[src/rtl/speech_phoneme_sequencer_pkg.sv]
// Shared types and constants for the phoneme sequencer: FSM states, word/phoneme widths,
// and the byte selector used to unpack two phonemes per queued word.
package speech_pkg;

    localparam int unsigned WORD_W    = 16;
    localparam int unsigned PHONEME_W = 8;

    localparam logic [PHONEME_W-1:0] PHONEME_SILENCE = 8'h00;

    typedef enum logic [2:0] {
        IDLE,
        SELECT,
        START,
        PLAY,
        ADVANCE
    } seq_state_t;

    // Byte 0 is spoken first, byte 1 second.
    function automatic logic [PHONEME_W-1:0] pick_phoneme(input logic [WORD_W-1:0] word,
                                                          input logic              sel);
        return sel ? word[15:8] : word[7:0];
    endfunction

endpackage

[src/rtl/speech_phoneme_sequencer_if.sv]
// CPU write/status bus and speech-generator handshake of the phoneme sequencer.
// slave is the sequencer's view, master is the CPU/generator side.
interface speech_phoneme_sequencer_if #(
    parameter int unsigned DEPTH = 16
);
    localparam int unsigned LVL_W = $clog2(DEPTH) + 1;

    logic                             wr_en;
    logic [speech_pkg::WORD_W-1:0]    wr_data;
    logic                             flush;
    logic                             phoneme_speech_busy;
    logic [speech_pkg::PHONEME_W-1:0] phoneme_sel;
    logic                             start_phoneme_output;
    logic                             fifo_empty;
    logic                             fifo_full;
    logic [LVL_W-1:0]                 level;
    logic                             playing;
    logic                             done_pulse;
    logic                             overflow;
    logic                             timeout_err;

    modport master (
        output wr_en, wr_data, flush, phoneme_speech_busy,
        input  phoneme_sel, start_phoneme_output, fifo_empty, fifo_full,
               level, playing, done_pulse, overflow, timeout_err
    );

    modport slave (
        input  wr_en, wr_data, flush, phoneme_speech_busy,
        output phoneme_sel, start_phoneme_output, fifo_empty, fifo_full,
               level, playing, done_pulse, overflow, timeout_err
    );

endinterface

[src/rtl/speech_phoneme_sequencer_fifo.sv]
// First-word fall-through synchronous FIFO with synchronous clear and occupancy count.
module speech_fifo #(
    parameter int unsigned WIDTH = 16,
    parameter int unsigned DEPTH = 16
) (
    input  logic                   clk,
    input  logic                   rst,
    input  logic                   clear,
    input  logic                   push,
    input  logic                   pop,
    input  logic [WIDTH-1:0]       din,
    output logic [WIDTH-1:0]       dout,
    output logic                   empty,
    output logic                   full,
    output logic [$clog2(DEPTH):0] level
);
    localparam int unsigned AW = $clog2(DEPTH);

    logic [WIDTH-1:0] mem [DEPTH];
    logic [AW-1:0]    wr_ptr;
    logic [AW-1:0]    rd_ptr;
    logic [AW:0]      count;
    logic             do_push;
    logic             do_pop;

    assign full    = (count == (AW+1)'(DEPTH));
    assign empty   = (count == '0);
    assign do_push = push && !full && !clear;
    assign do_pop  = pop && !empty && !clear;

    // Pointers wrap naturally because DEPTH is a power of two.
    always_ff @(posedge clk or posedge rst) begin
        if (rst) begin
            wr_ptr <= '0;
            rd_ptr <= '0;
            count  <= '0;
        end else if (clear) begin
            wr_ptr <= '0;
            rd_ptr <= '0;
            count  <= '0;
        end else begin
            if (do_push) wr_ptr <= wr_ptr + AW'(1);
            if (do_pop)  rd_ptr <= rd_ptr + AW'(1);
            count <= count + (AW+1)'(do_push) - (AW+1)'(do_pop);
        end
    end

    always_ff @(posedge clk) begin
        if (do_push) mem[wr_ptr] <= din;
    end

    assign dout  = mem[rd_ptr];
    assign level = count;

endmodule

[src/rtl/speech_phoneme_sequencer.sv]
// Plays queued phoneme words back-to-back on the speech generator, two codes per word,
// skipping silence codes and reporting queue status, overflow and start timeouts.
module speech_phoneme_sequencer
    import speech_pkg::*;
#(
    parameter int unsigned DEPTH         = 16,
    parameter int unsigned START_TIMEOUT = 1024
) (
    input  logic                        clk,
    input  logic                        rst,
    speech_phoneme_sequencer_if.slave   bus
);
    localparam int unsigned LVL_W  = $clog2(DEPTH) + 1;
    localparam int unsigned TO_W   = $clog2(START_TIMEOUT + 1);
    localparam logic [TO_W-1:0] TO_LAST = TO_W'(START_TIMEOUT - 1);

    seq_state_t           state_q, state_d;
    logic [WORD_W-1:0]    hold_q, hold_d;
    logic                 idx_q, idx_d;
    logic [TO_W-1:0]      wait_q, wait_d;
    logic                 done_q, done_d;
    logic                 ovf_q, ovf_d;
    logic                 to_q, to_d;
    logic                 push;
    logic                 pop;
    logic [WORD_W-1:0]    fifo_dout;
    logic                 fifo_empty;
    logic                 fifo_full;
    logic [LVL_W-1:0]     fifo_level;
    logic [PHONEME_W-1:0] cur_phoneme;

    assign push        = bus.wr_en && !fifo_full && !bus.flush;
    assign cur_phoneme = pick_phoneme(hold_q, idx_q);

    speech_fifo #(
        .WIDTH (WORD_W),
        .DEPTH (DEPTH)
    ) u_fifo (
        .clk   (clk),
        .rst   (rst),
        .clear (bus.flush),
        .push  (push),
        .pop   (pop),
        .din   (bus.wr_data),
        .dout  (fifo_dout),
        .empty (fifo_empty),
        .full  (fifo_full),
        .level (fifo_level)
    );

    // Sequencer next-state; flush overrides everything at the end.
    always_comb begin
        state_d = state_q;
        hold_d  = hold_q;
        idx_d   = idx_q;
        wait_d  = wait_q;
        done_d  = 1'b0;
        ovf_d   = ovf_q;
        to_d    = to_q;
        pop     = 1'b0;

        if (bus.wr_en && fifo_full) ovf_d = 1'b1;

        unique case (state_q)
            IDLE: begin
                if (!fifo_empty) begin
                    pop     = 1'b1;
                    hold_d  = fifo_dout;
                    idx_d   = 1'b0;
                    state_d = SELECT;
                end
            end
            SELECT: begin
                if (cur_phoneme == PHONEME_SILENCE) begin
                    state_d = ADVANCE;
                end else begin
                    wait_d  = '0;
                    state_d = START;
                end
            end
            START: begin
                if (bus.phoneme_speech_busy) begin
                    state_d = PLAY;
                end else if (wait_q == TO_LAST) begin
                    to_d    = 1'b1;
                    state_d = ADVANCE;
                end else begin
                    wait_d = wait_q + TO_W'(1);
                end
            end
            PLAY: begin
                if (!bus.phoneme_speech_busy) state_d = ADVANCE;
            end
            ADVANCE: begin
                if (!idx_q) begin
                    idx_d   = 1'b1;
                    state_d = SELECT;
                end else if (!fifo_empty) begin
                    pop     = 1'b1;
                    hold_d  = fifo_dout;
                    idx_d   = 1'b0;
                    state_d = SELECT;
                end else begin
                    done_d  = 1'b1;
                    state_d = IDLE;
                end
            end
            default: state_d = IDLE;
        endcase

        if (bus.flush) begin
            state_d = IDLE;
            hold_d  = '0;
            idx_d   = 1'b0;
            wait_d  = '0;
            done_d  = 1'b0;
            ovf_d   = 1'b0;
            to_d    = 1'b0;
            pop     = 1'b0;
        end
    end

    always_ff @(posedge clk or posedge rst) begin
        if (rst) begin
            state_q <= IDLE;
            hold_q  <= '0;
            idx_q   <= 1'b0;
            wait_q  <= '0;
            done_q  <= 1'b0;
            ovf_q   <= 1'b0;
            to_q    <= 1'b0;
        end else begin
            state_q <= state_d;
            hold_q  <= hold_d;
            idx_q   <= idx_d;
            wait_q  <= wait_d;
            done_q  <= done_d;
            ovf_q   <= ovf_d;
            to_q    <= to_d;
        end
    end

    assign bus.phoneme_sel          = cur_phoneme;
    assign bus.start_phoneme_output = (state_q == START);
    assign bus.playing              = (state_q != IDLE);
    assign bus.done_pulse           = done_q;
    assign bus.overflow             = ovf_q;
    assign bus.timeout_err          = to_q;
    assign bus.fifo_empty           = fifo_empty;
    assign bus.fifo_full            = fifo_full;
    assign bus.level                = fifo_level;

endmodule

[src/flat_wrapper.sv]
// flat-port wrapper written by rule: the top's interface ports become plain ports
module speech_phoneme_sequencer_flat import speech_pkg::*;
#(
    parameter int unsigned DEPTH         = 16,
    parameter int unsigned START_TIMEOUT = 1024
)
  (clk, rst, bus_wr_en, bus_wr_data, bus_flush, bus_phoneme_speech_busy, bus_phoneme_sel, bus_start_phoneme_output, bus_fifo_empty, bus_fifo_full, bus_level, bus_playing, bus_done_pulse, bus_overflow, bus_timeout_err);
  speech_phoneme_sequencer_if #(.DEPTH(DEPTH)) bus_i ();
  input  logic clk;
  input  logic rst;
  input wire logic [$bits(bus_i.wr_en)-1:0] bus_wr_en;
  input wire logic [$bits(bus_i.wr_data)-1:0] bus_wr_data;
  input wire logic [$bits(bus_i.flush)-1:0] bus_flush;
  input wire logic [$bits(bus_i.phoneme_speech_busy)-1:0] bus_phoneme_speech_busy;
  output wire logic [$bits(bus_i.phoneme_sel)-1:0] bus_phoneme_sel;
  output wire logic [$bits(bus_i.start_phoneme_output)-1:0] bus_start_phoneme_output;
  output wire logic [$bits(bus_i.fifo_empty)-1:0] bus_fifo_empty;
  output wire logic [$bits(bus_i.fifo_full)-1:0] bus_fifo_full;
  output wire logic [$bits(bus_i.level)-1:0] bus_level;
  output wire logic [$bits(bus_i.playing)-1:0] bus_playing;
  output wire logic [$bits(bus_i.done_pulse)-1:0] bus_done_pulse;
  output wire logic [$bits(bus_i.overflow)-1:0] bus_overflow;
  output wire logic [$bits(bus_i.timeout_err)-1:0] bus_timeout_err;
  assign bus_i.wr_en = bus_wr_en;
  assign bus_i.wr_data = bus_wr_data;
  assign bus_i.flush = bus_flush;
  assign bus_i.phoneme_speech_busy = bus_phoneme_speech_busy;
  assign bus_phoneme_sel = bus_i.phoneme_sel;
  assign bus_start_phoneme_output = bus_i.start_phoneme_output;
  assign bus_fifo_empty = bus_i.fifo_empty;
  assign bus_fifo_full = bus_i.fifo_full;
  assign bus_level = bus_i.level;
  assign bus_playing = bus_i.playing;
  assign bus_done_pulse = bus_i.done_pulse;
  assign bus_overflow = bus_i.overflow;
  assign bus_timeout_err = bus_i.timeout_err;
  speech_phoneme_sequencer #(.DEPTH(DEPTH), .START_TIMEOUT(START_TIMEOUT)) u_core (.clk(clk), .rst(rst), .bus(bus_i));
endmodule
[config.mk]
export PLATFORM = sky130hd
export DESIGN_NAME = speech_phoneme_sequencer_flat
export DESIGN_NICKNAME = d
export VERILOG_FILES = /design/src/rtl/speech_phoneme_sequencer_pkg.sv /design/src/rtl/speech_phoneme_sequencer_if.sv /design/src/rtl/speech_phoneme_sequencer_fifo.sv /design/src/rtl/speech_phoneme_sequencer.sv /design/src/flat_wrapper.sv
export SDC_FILE = /design/constraint.sdc
export NUM_CORES = 1
export LEC_CHECK = 0
export CAP_MARGIN = 10
export CORE_ASPECT_RATIO = 1.25
export CORE_UTILIZATION = 40
export CTS_CLUSTER_DIAMETER = 30
export DETAILED_ROUTE_END_ITERATION = 8
export GPL_TIMING_DRIVEN = 1
export PLACE_DENSITY = 0.61
export SYNTH_ARGS = -nofsm -noshare
export SYNTH_HDL_FRONTEND = slang
export SYNTH_HIERARCHICAL = 1
export SYNTH_SLANG_ARGS = --single-unit
[constraint.sdc]
create_clock -name clk -period 4.8 [get_ports clk]
set_input_delay 1.44 -clock clk [delete_from_list [all_inputs] [get_ports clk]]
set_output_delay 1.44 -clock clk [all_outputs]
set_load 0.02 [all_outputs]
Word-level counts from Yosys, hierarchy flattened
Memory sizes are Yosys's and may differ from the RTL's.
Index checks and enable logic that the tools add are counted.
{"block": "totals", "reg_bits": 47, "mem_bits_rw": 256, "in_bits": 21, "output_inout_bits": 20, "word_cells": 100, "mem_count": 1}
{"block": "classes", "n_addsub": 5, "eq_ne": 14, "n_mux": 44, "n_reduce_logical": 26}
{"name": "u_core.u_fifo.mem", "words": 16, "word_bits": 16, "rd": 1, "rd_ports_with_merged_regs": 0, "write_ports": 1, "line": "speech_phoneme_sequencer_fifo.sv:19", "source": "logic [WIDTH-1:0] mem [DEPTH];"}
{"operator": "$mux 16", "n": 3}
{"operator": "$mux 11", "n": 4}
{"operator": "$pmux 16 s2", "n": 1}
{"operator": "$pmux 11 s2", "n": 1}
{"operator": "$mux 3", "n": 7}
{"operator": "$mux 1", "n": 19}
{"operator": "$mux 4", "n": 4}
{"operator": "$ne 3x3->1 const B", "n": 5}
{"operator": "$pmux 3 s5", "n": 1}
{"operator": "$add 11x1->11 const B", "n": 1}
{"operator": "$eq 11x10->1 const B", "n": 1}
{"operator": "$reduce_bool 2->1", "n": 5}
{"operator": "$reduce_bool 3->1", "n": 3}
{"operator": "$add 4x1->4 const B", "n": 2}
{"operator": "$logic_not 8->1", "n": 1}
{"operator": "$mux 8", "n": 1}
{"operator": "$logic_and 1x1->1", "n": 7}
{"operator": "$eq 3x2->1 const B", "n": 2}
{"operator": "$reduce_and 3->1", "n": 2}
{"operator": "$add 5x1->5", "n": 1}
{"operator": "$eq 5x5->1 const B", "n": 1}
{"operator": "$logic_not 5->1", "n": 1}
{"operator": "$mux 5", "n": 1}
{"operator": "$sub 5x1->5", "n": 1}
{"operator": "10 further kinds", "n": 14}

Logic depth before layout (Yosys ltp)
{"block": "depth", "word_depth": 9, "mapped_depth": 20, "mapped_depth_nobuf": 18}

Hierarchy
The synthesis kept the hierarchy.
{"mod": "speech_fifo", "n_inst": 1, "cells_per_inst": 557, "area_each_um2": 10675.2, "seq_area_each_um2": 8012.7}
{"mod": "speech_phoneme_sequencer", "n_inst": 1, "cells_per_inst": 176, "area_each_um2": 1793.0, "seq_area_each_um2": 850.8}

Worst setup path after synthesis
Ideal clock, no wire load.
{"block": "synth_timing", "kind": "input -> register", "from": "input bus_flush", "to": "memory u_core.u_fifo.mem[3][0], enable pin", "setup_time_ps": 409, "t_arrival_ps": 3615, "required_time_ps": 4391, "setup_slack_ps": 776, "path_stages": 5, "n_path_buf": 1, "cell_sequence": "clkbuf_1 -> nor3b_1 -> nand3_1 -> or2_2 -> nor3_1"}
{"block": "synth_between", "elab_chain_cells": 6}
{"element": "from (decl)", "line": "flat_wrapper.sv:13", "source": "input wire logic [$bits(bus_i.flush)-1:0] bus_flush;"}
{"element": "$logic_not 1->1", "line": "speech_phoneme_sequencer.sv:32", "source": "assign push = bus.wr_en && !fifo_full && !bus.flush;"}
{"element": "$logic_and 1x1->1", "line": "speech_phoneme_sequencer.sv:32"}
{"element": "named net u_core.push", "line": "speech_phoneme_sequencer.sv:24", "source": "logic push;"}
{"element": "$logic_and 1x1->1 (2 in a row)", "line": "speech_phoneme_sequencer_fifo.sv:28", "source": "assign do_push = push && !full && !clear;"}
{"element": "$mux 1", "line": "speech_phoneme_sequencer_fifo.sv:49", "source": "if (do_push) mem[wr_ptr] <= din;"}
{"element": "$mux 1 (implied by the code)", "line": "speech_phoneme_sequencer_fifo.sv:49"}
{"element": "to (decl)", "line": "speech_phoneme_sequencer_fifo.sv:19"}
The timed path passes the listed nets, and every way through them passes these cells.

Worst setup path after layout
{"block": "layout_timing", "from": "register u_core.u_fifo.count[3], in the netlist u_core/u_fifo/level[3]", "to": "output bus_fifo_empty"}
{"block": "layout_between", "elab_chain_cells": 1}
{"element": "from (decl)", "line": "speech_phoneme_sequencer_fifo.sv:22", "source": "logic [AW:0] count;"}
{"element": "from (signal assigned)", "line": "speech_phoneme_sequencer_fifo.sv:44", "source": "count <= count + (AW+1)'(do_push) - (AW+1)'(do_pop);"}
{"element": "$logic_not 5->1", "line": "speech_phoneme_sequencer_fifo.sv:27", "source": "assign empty = (count == '0);"}
{"element": "to (decl)", "line": "flat_wrapper.sv:17", "source": "output wire logic [$bits(bus_i.fifo_empty)-1:0] bus_fifo_empty;"}
No other way between the ends.

==> metrics.md <==
| Metric | Value |
|---|---|
| Die Y-Extent | 199 µm |
| Hold-fix buffer count after cts | 0 |
| Cell type of the slowest stage on the worst timing path | or4b_2 |
| Mean area per synthesized cell | 17.0 µm² |
| GRT Residual Overflow | 0 |
| Least setup slack across all paths after layout | 0.687 ns |
| Number of failing setup endpoints in the final timing report | 0 |
| Min cycle time layout | 4.11 ns |
| Synth area leader | edfxtp_1 |
| Post-CTS Setup Repair Bufs | 0 |
| Via count of the routed design | 6,724 |
| Global placer's final weighted congestion | 0.811 |
| Layout fillers | 2,507 |
| Storage element area | 8870 µm² |
| Clock H-tree levels | 2 |
| Relative area change from synthesis to final layout | 22.9% |
| Antenna-violating nets left | 0 |
| Number of buffers on the longest clock path | 3 |
| Sinks on Clock Net | 303 |
| Via density per instance | 5.35 |
| Maximum capacitance violations | 0 |
| Setup CP Type | reg -> out |
| Number of buffers inserted during clock tree synthesis | 49 |
| Sequential area share after synthesis | 0.711 |
| Final core occ | 0.504 |
| Num rows | 71 |
| FMAX | 243 MHz |
| Port buffer count | 40 |
| Net count, final | 847 |
| Aggregate negative setup slack | 0 ns |
| Leakage | 5.34 nW |
| Min-delay worst type | reg -> reg |
| Yosys Warn Count | 6 |
| Largest driver fanout on the critical path | 5 |
| Largest net degree at the start of global routing | 51 |
| Kind of start point of the critical path | flip-flop |
| Arrival time worst endpoint | 2.67 ns |
| Share of the synthesized area in the top cell type | 0.617 |
| Worst VDD drop | 0.000326 V |
| Number of enable flip-flop cells after synthesis | 256 |
| Most frequent cell after synthesis | edfxtp_1 |
| Wire length per cell | 21.7 µm |
| Post-DP HPWL | 15.8 mm |
| CP Capture Type | primary output |
| Global-route usage over all layers | 0.177 |
| Setup WS pre-CTS | 0.595 ns |
| Initial core utilization | 0.410 |
| Critical path required time | 3.36 ns |
| Final hold slack | 0.498 ns |
| Fin. max-slew vios | 0 |
| Post-synth top cells | edfxtp_1, mux2i_1, nor2_1, dfrtp_1, mux2_2 |
| Final Hold Fails | 0 |
| Number of distinct library cell variants in the gate-level netlist after synthesis | 56 |
| Drt first-iter violations | 651 |
| Final period utilization | 0.857 |
| Post-Route WL | 27.3 mm |
| Number of antenna violations at the first check in global routing | 1 |
| Cells along the critical path | inv_1 -> ha_1 -> or4b_2 -> inv_1 -> clkdlybuf4s50_1 |
| Transition time of the tightest slew-check pin | 1.12 ns |
| Synthesized instance count | 733 |
| Multi-input gate area | 3370 µm² |
| Core box area | 30,400 µm² |
| CTS tree | built |
| Vias in the first global route | 6,862 |
| Clock edge transition at the registers on the reported setup and hold paths | 0.05 ns |
| Initial DRT Pass Iterations | 5 |
| Slowest Stage Delay on Critical Path | 0.67 ns |
| CP dominant cell by count | inv_1 |
| CTS root buffer | clkbuf_16 |
| Power Total | 8.58 mW |
| Die Span X | 160 µm |
| Setup repair after global routing missed its margin | no |
| Count of state elements after synthesis | 303 |
| Worst slew slack as a fraction of its limit | 0.251 |
| Fin Clk Skew | 0.0346 ns |
| Top Ports | 41 |
| Most area-consuming cells after synthesis | edfxtp_1, dfrtp_1, mux4_2 |
| Fraction of synthesis flops using an asynchronous set or reset pin | 0.155 |
| Ratio of cells with drive above 1 in the final layout | 0.247 |
| Die footprint | 31,900 µm² |
| Most frequently used flop master after synthesis | edfxtp_1 |
| Total power divided by cell area | 560 nW/µm² |
| Post-detailed-route DRC marker count | 0 |
| First-pass GRT wire length | 41.3 mm |
| Number of nets produced by synthesis | 767 |
| Cell area after synthesis | 12,500 µm² |
| Run status | complete, no violations |
| Resize count post-CTS | 0 |
| Clock insertion delay at the later pin of the skew report | 0.54 ns |
kinds of logic after synthesis:
kind of cell               after synthesis  share of synthesized area
AOI/OAI and AO/OA                       82                     0.0509
xor gates and xnor gates                 9                    0.00632
adders and majority gates               13                     0.0136
buffers and inverters                   58                     0.0233
DFF                                    303                      0.711
muxes                                  123                      0.135
and+or+nand+nor                        145                     0.0601
worst max-delay path, delay by kind of cell, from the launching register on:
family | cells | cell delay [ns]
fa+ha+maj | 1 | 0.17
flops | 1 | 0.40
simple gates | 1 | 0.67
buf+inv | 3 | 0.90
state kept, by name (all words and copies together), names as in the netlist:
signal                  cells
u_core/idx_q                1
u_core/state_q              3
u_core/u_fifo/rd_ptr        4
u_core/bus.timeout_err      1
u_core/u_fifo/wr_ptr        4
u_core/hold_q              16
u_core/wait_q              11
u_core/u_fifo/level         5
u_core/u_fifo/mem         256
u_core/bus.done_pulse       1
u_core/bus.overflow         1
final cells by class:
| cell class | instances | area share |
|---|---|---|
| Clock buffer | 56 | 0.0845 |
| Multi-Input combinational cell | 372 | 0.220 |
| Inverter | 20 | 0.00490 |
| Clock inverter | 36 | 0.0375 |
| Antenna cell | 1 | 0.000163 |
| Sequential cell | 303 | 0.579 |
| Timing Repair Buffer | 67 | 0.0415 |
| Tap cell | 401 | 0.0328 |
metrics by stage:
stage / area (µm²) / cells
6_report: 15300 / 1256
5_1_grt: 15300 / 1256
4_1_cts: 15300 / 1255
3_5_place_dp: 13400 / 1163
3_3_place_gp: 13400 / 1163
2_1_floorplan: 12500 / 733
power breakdown:
group / internal [mW] / switching (mW) / total (mW)
registers: 2.95 / 0.183 / 3.13
logic: 0.792 / 0.747 / 1.54
clock network: 2.66 / 1.25 / 3.91
total: 6.40 / 2.18 / 8.58
cells in the final DEF (no fill, tap or decap), types with 3 or more instances in the layout:
cell type          n
clkbuf_16         51
or2_2              3
mux4_2            32
nor2b_1            5
clkbuf_1           5
bufinv_16         13
a21oi_1            9
inv_6              7
xor2_1             7
buf_4             24
clkinvlp_4         6
o31ai_1            3
nor3_2             4
a21o_1             5
nand4_1            3
clkdlybuf4s50_1   39
inv_1             20
o22ai_1           16
o21ai_0            4
buf_12             3
edfxtp_1         256
a22o_1            16
a221o_1           16
clkinv_1           3
nor2_2            11
nor3_1            21
mux2_2            40
nand2b_1           7
clkinv_4           5
or4_1              3
nor2_1            37
o211ai_1           3
dfrtp_1           46
nand3_1           13
nor3b_1            3
ha_1              12
nand2_1           16
mux2i_1           51
layer usage:
metal / vias up / wire (µm) / global-route usage
met5: - / 0 / 0
met4: 0 / 726 / 0.0727
met3: 51 / 1390 / 0.0334
met2: 180 / 13900 / 0.308
met1: 3431 / 11300 / 0.218
li1: 3062 / - / -
final timing paths:
kind,start,to,slack (ns),cells past startpoint
setup / recovery,u_core/u_fifo/level[3],bus_fifo_empty,0.69,5
hold / removal,u_core/bus.overflow,u_core/bus.overflow,0.50,2
setup reg to reg,u_core/u_fifo/level[3],u_core/u_fifo/level[4],0.97,19
hold reg to reg,u_core/bus.overflow,u_core/bus.overflow,0.50,2
max in group asynchronous,rst,u_core/hold_q[11],3.13,3
min in group asynchronous,rst,u_core/u_fifo/wr_ptr[0],1.27,2
Power figures use the tool's default switching activity.
